**src/rtl/seq_restoring_divider.sv**
```systemverilog
// Purpose: unsigned restoring divider (DIV/MOD unit); one quotient bit per clock through a shared WIDTH+1-bit subtractor.
// Latency: WIDTH+1 edges from the accepting edge to done, or 1 edge for a zero divisor.
// Backpressure: start is only sampled in IDLE/DONE; requests while busy are dropped, so the requester must wait for done.
module seq_restoring_divider #(
    parameter int WIDTH = 8
) (
    input  logic             clk,
    input  logic             reset,
    input  logic             start,
    input  logic [WIDTH-1:0] dividend,
    input  logic [WIDTH-1:0] divisor,
    output logic             busy,
    output logic             done,
    output logic [WIDTH-1:0] quotient,
    output logic [WIDTH-1:0] remainder,
    output logic             div_by_zero
);

    localparam int CW = $clog2(WIDTH + 1);

    typedef enum logic [1:0] {IDLE, CALC, DONE} state_t;

    state_t           state;
    state_t           state_next;
    logic [WIDTH:0]   r;
    logic [WIDTH-1:0] q;
    logic [WIDTH-1:0] d;
    logic [CW-1:0]    count;

    logic             accept;
    logic             last_iter;
    logic [WIDTH:0]   shifted_r;
    logic [WIDTH+1:0] sum;
    logic             cout;
    logic [WIDTH:0]   r_next;
    logic [WIDTH-1:0] q_next;
    logic             r_msb_unused;

    assign accept    = ((state == IDLE) || (state == DONE)) && start;
    assign last_iter = (state == CALC) && (count == CW'(1));

    // Trial subtract as add of ~D with carry-in; carry out set means no borrow.
    assign shifted_r = {r[WIDTH-1:0], q[WIDTH-1]};
    assign sum       = {1'b0, shifted_r} + {1'b0, ~{1'b0, d}} + {{(WIDTH+1){1'b0}}, 1'b1};
    assign cout      = sum[WIDTH+1];
    assign r_next    = cout ? sum[WIDTH:0] : shifted_r;
    assign q_next    = {q[WIDTH-2:0], cout};

    // R stays below D after every iteration, so its top bit never feeds the shift.
    assign r_msb_unused = r[WIDTH];

    assign busy = (state == CALC);
    assign done = (state == DONE);

    always_ff @(posedge clk or negedge reset) begin
        if (!reset) begin
            state <= IDLE;
        end else begin
            state <= state_next;
        end
    end

    always_comb begin
        state_next = state;
        case (state)
            IDLE, DONE: begin
                if (start) begin
                    state_next = (divisor == '0) ? DONE : CALC;
                end else begin
                    state_next = IDLE;
                end
            end
            CALC: begin
                if (count == CW'(1)) begin
                    state_next = DONE;
                end
            end
            default: state_next = IDLE;
        endcase
    end

    always_ff @(posedge clk or negedge reset) begin
        if (!reset) begin
            r           <= '0;
            q           <= '0;
            d           <= '0;
            count       <= '0;
            quotient    <= '0;
            remainder   <= '0;
            div_by_zero <= 1'b0;
        end else if (accept) begin
            if (divisor == '0) begin
                quotient    <= '1;
                remainder   <= dividend;
                div_by_zero <= 1'b1;
            end else begin
                r           <= '0;
                q           <= dividend;
                d           <= divisor;
                count       <= CW'(WIDTH);
                div_by_zero <= 1'b0;
            end
        end else if (state == CALC) begin
            r     <= r_next;
            q     <= q_next;
            count <= count - CW'(1);
            if (last_iter) begin
                quotient  <= q_next;
                remainder <= r_next[WIDTH-1:0];
            end
        end
    end

endmodule

```
**config.mk**
```make
export PLATFORM = sky130hd
export DESIGN_NAME = seq_restoring_divider
export DESIGN_NICKNAME = d
export VERILOG_FILES = /design/src/rtl/seq_restoring_divider.sv
export SDC_FILE = /design/constraint.sdc
export NUM_CORES = 1
export LEC_CHECK = 0
export ABC_AREA = 1
export ABC_CLOCK_PERIOD_IN_PS = 1600
export BUFFER_PORTS_ARGS = -buffer_cell sky130_fd_sc_hd__buf_4
export CORE_MARGIN = 4
export CORE_UTILIZATION = 25
export CTS_BUF_LIST = sky130_fd_sc_hd__clkbuf_4 sky130_fd_sc_hd__clkbuf_8 sky130_fd_sc_hd__clkbuf_16
export DETAILED_ROUTE_END_ITERATION = 12
export PLACE_DENSITY = 0.4
export SYNTH_ARGS = -nofsm -noshare
export SYNTH_HDL_FRONTEND = slang
export SYNTH_SLANG_ARGS = --single-unit
```
**constraint.sdc**
```tcl
create_clock -name clk -period 1.6 [get_ports clk]
set_clock_uncertainty 0.1 [all_clocks]
set_input_delay 0.08 -clock clk [delete_from_list [all_inputs] [get_ports clk]]
set_output_delay 0.08 -clock clk [all_outputs]
set_load 0.005 [all_outputs]
```
Word level (Yosys, flattened, before mapping). Cells that the tools add are included. Widths: inputs -> output; s select.

Output and inout port bits: 19. Bits in registers: 47.

Muxes and demuxes: 23. Reduce and logical (&&, ||, !) cells: 11. Eq/ne operators: 6. Add/subtract/negate cells: 3. Bitwise gates (word level): 2.

Operators by type and width (number): $mux 8 (15); $mux 4 (3); $add 10x1->10 const B (1); $add 9x9->10 (1); $not 8->9 (1); $logic_not 8->1 (1); $mux 2 (3); $eq 4x1->1 const B (1); $ne 2x1->1 const B (2); $pmux 2 s2 (1); $reduce_and 2->1 (2); $reduce_bool 2->1 (2); $sub 4x1->4 const B (1); $reduce_and 3->1 (1); $eq 2x1->1 const B (1); $eq 2x2->1 const B (1); $logic_and 1x1->1 (2); $logic_not 2->1 (1); $ne 2x2->1 const B (1); $reduce_or 2->1 (1); $logic_or 1x1->1 (1); $mux 1 (1); $not 1->1 (1).

Longest topological paths before layout.
Depth after elaboration: 7. Gate-level depth with buffers: 13. Mapped depth without buffers: 13.

Worst setup path before layout. No wires, ideal clock.

Path kind: register to register. Start point: register r[5]. End point: register remainder[1]. Path slack: -146 ps. Required time: 1387 ps. Library setup time: 113 ps. Path buffers: 0. Stages on the path, launching flop included: 10. Data arrival time: 1533 ps. Path through: dfrtp_1 > ha_1 > nand2_1 > nand2_1 > a21oi_4 > nand3_4 > nand3b_1 > nand3_1 > nand2_1 > inv_1.

Word-level cells in the longest chain between the ends: 6.

RTL lines: start, declared (line 25) `logic [WIDTH:0] r;`; start signal, assigned (line 104) `r <= r_next;`; $add 9x9->10 (line 44) `assign sum = {1'b0, shifted_r} + {1'b0, ~{1'b0, d}} + {{(WIDTH+1){1'b0}}, 1'b1};`; $add 10x1->10 (line 44); $mux 8 (line 46) `assign r_next = cout ? sum[WIDTH:0] : shifted_r;`; $mux 8 (line 107) `if (last_iter) begin`; $mux 8 (line 103) `end else if (state == CALC) begin`; $mux 8 (line 91) `end else if (accept) begin`; end signal, assigned (line 94) `remainder <= dividend;`; end signal, assigned (line 109) `remainder <= r_next[WIDTH-1:0];`; end, declared (line 15) `output logic [WIDTH-1:0] remainder,`.

Every way passes these cells. The select of a mux whose other input is x is not followed. A chain may end at the register's enable or synchronous reset.

Final worst setup path.
Start point: register r[4]. End point: register remainder[6].

The elaborated chain is that of the path after synthesis.

==> out/metrics.csv <==
metric,value,unit
final wirelength,7440,um
share of post-route cells with drive strength above 1,0.3667,
Psw,0.003852,W
Area growth syn-to-layout,47.36,%
io pins,38,
Tcrit/Tclk final,1.154,
first-pass GRT wire length,12630,um
crit path max fanout,8,
cell count after synthesis,342,
# diodes,0,
Max Fclk,541.5,MHz
Max-cap violations,0,
die area,12320,um^2
Power Total,0.008760,W
Synth area leader,dfrtp_1,
chip width,111.0,um
Setup crit end kind,flop,
Die Y,111.0,um
Port-buffer cells,37,
RSZ-0062 raised after global routing,true,
Core Box Area,10320,um^2
worst min path class,input port to flop,
Mapped Area,2653,um^2
most frequent cells in the layout,"nand2_1 (91), buf_4 (78), dfrtp_1 (47)",
Seq pwr share,0.236,
startpoint types,flop,
clock share of power,0.088,
leakage,1.968,nW
DR iter-0 viols,91,
area share of the largest cell type after synthesis,0.4434,
via count,2446,
Final WS setup,-246.7,ps
status,"finished, violations left",
GPL Wtd Cong,0.7956,
clock slew at reported path FFs,100,ps
"Distinct cells, synth",31,
Crit Path Category,flop to flop,
P_int,0.004909,W
dpl hpwl,5388,um
worst vdd ir,0.6603,mV
final hold viol count,0,
initial core utilization,0.2569,
cts bufs inserted,5,
Ys Warns,0,
Antenna Nets Post-Route,0,
number of global-route vias before repair,2624,
Max Transition Viols Final,0,
Total Nets Final,468,
part of the power in combinational logic,0.677,
grt ovf,0,
worst skew pair latency,310,ps
failing checks,negative setup slack,
"leading cell type in the layout, fill and taps excluded",nand2_1,
WP data arrival,1950,ps
H-tree lvl count,2,
largest net degree at the start of global routing,48,
initial antenna violation count,0,
drt via density,4.254,
slew margin rel.,0.5736,
Sw Ratio,0.4397,
Rows,37,
Worst-Margin Slew,639.6,ps
Synth Register Bits,47,
post-layout util,0.3786,
drt drc,0,
root buf cell,clkbuf_8,
Pwr Density,2241,nW/um^2
Sink Count,47,
Syn Nets,372,
"Req. time, crit path",1700,ps
CTS tree,yes,
Overall Global Routing Usage,0.1243,
post-route minimum period,1847,ps
Setup Viol. Count Final,18,
syn avg cell area,7.756,um^2
post-synthesis sequential area ratio,0.4434,
DR pass1 iterations,4,
synth top area cells,"dfrtp_1 (44%), nand2_1 (15%), inv_1 (6.8%)",
DR WL/cell,12.94,um
Longest Clk Path Bufs,2,
-- cells in the mapped netlist, drive strengths merged --
| cell type | count |
|---|---|
| nor3 | 2 |
| buf | 6 |
| o21ai | 27 |
| fa | 1 |
| nand4 | 10 |
| ha | 10 |
| xor2 | 1 |
| or2 | 10 |
| nand3 | 24 |
| nand2 | 107 |
| inv | 52 |
| xnor2 | 3 |
| dfrtp | 47 |
| o22ai | 1 |
| clkbuf | 1 |
| a21oi | 20 |
| nor2 | 19 |
| nand3b | 1 |
-- repair_timing --
item,in CTS,in global routing
endpoints found under the setup margin,18,32
pin swaps,15,10
gates resized for setup,23,20
gates cloned,0,1
buffers inserted,5,3
endpoints found under the hold margin,58,0
hold buffers,12,0
-- worst max-delay path, stage by stage (launching register included) --
cell     delay, ps
dfrtp_1        440
ha_4           300
nand2_4         60
nor3_4         240
buf_4          170
nand2_4         70
nand4_1        140
nand3_2        110
nand2_1         80
inv_1           40
-- state kept, by name (all words and copies together) (netlist names) --
register	count
q	8
state	2
count	4
r	8
remainder	8
d	8
div_by_zero	1
quotient	8
-- through the flow --
step	std cells	TNS, ps	cell area (um^2)	setup slack, ps	hold slack [ps]
floorplan	342	-819.0	2720	-73.29	-315.6
global placement	546	-4155	3426	-315.5	56.30
detailed placement	546	-3986	3426	-323.1	54.42
CTS	571	-3631	3796	-230.9	7.681
global route	575	-5899	3909	-373.8	50.32
finish	575	-3532	3909	-246.7	8.299
-- layout make-up --
type,instances,area [um^2]
Sequential cell,47,1176
Tap cell,136,170.2
Clock buffer,5,68.82
Multi-Input combinational cell,236,1468
Fill cell,1105,6415
Inverter,52,198.9
Clock inverter,3,22.52
Timing Repair Buffer,96,804.5
-- layer usage --
layer  track usage  vias up  wire, um
met5             0        -         0
met4       0.02463        0        38
met3       0.02402        4       210
met2        0.2059       32      3487
met1        0.1693     1137      3704
li1              -     1273         -
-- cell families (layout without fill, tap and decap cells) --
logic type      after synthesis  count (layout)  share of synthesized area
fa+ha+maj                    11              11                    0.05472
buf+inv                      59             156                    0.08867
xor+xnor                      4               4                    0.01321
compound gates               48              48                    0.09670
simple gates                173             173                     0.3033
flops                        47              47                     0.4434
-- path summary, 6_finish.rpt --
path,startpoint,endpoint,slack (ps),cells after the start
min in group asynchronous,reset,d[6]$_DFFE_PN0P_,230,2
min reg2reg,quotient[0]$_DFFE_PN0P_,quotient[0]$_DFFE_PN0P_,390,2
max,r[4]$_DFFE_PN0P_,remainder[6]$_DFFE_PN0P_,-250,9
max in group asynchronous,reset,remainder[6]$_DFFE_PN0P_,740,2
min,dividend[5],q[5]$_DFFE_PN0P_,8,5
max reg2reg,r[4]$_DFFE_PN0P_,remainder[6]$_DFFE_PN0P_,-250,9
-- power by group through the flow --
stage	logic, W	registers, W	clock network [W]
4_1_cts	0.00565	0.00206	0.000808
3_5_place_dp	0.00501	0.00207	0
3_3_place_gp	0.00503	0.00207	0
2_1_floorplan	0.00317	0.00203	0
6_report	0.00593	0.00206	0.000769
5_1_grt	0.00675	0.00213	0.000854
(Power assumes the default switching activity.)
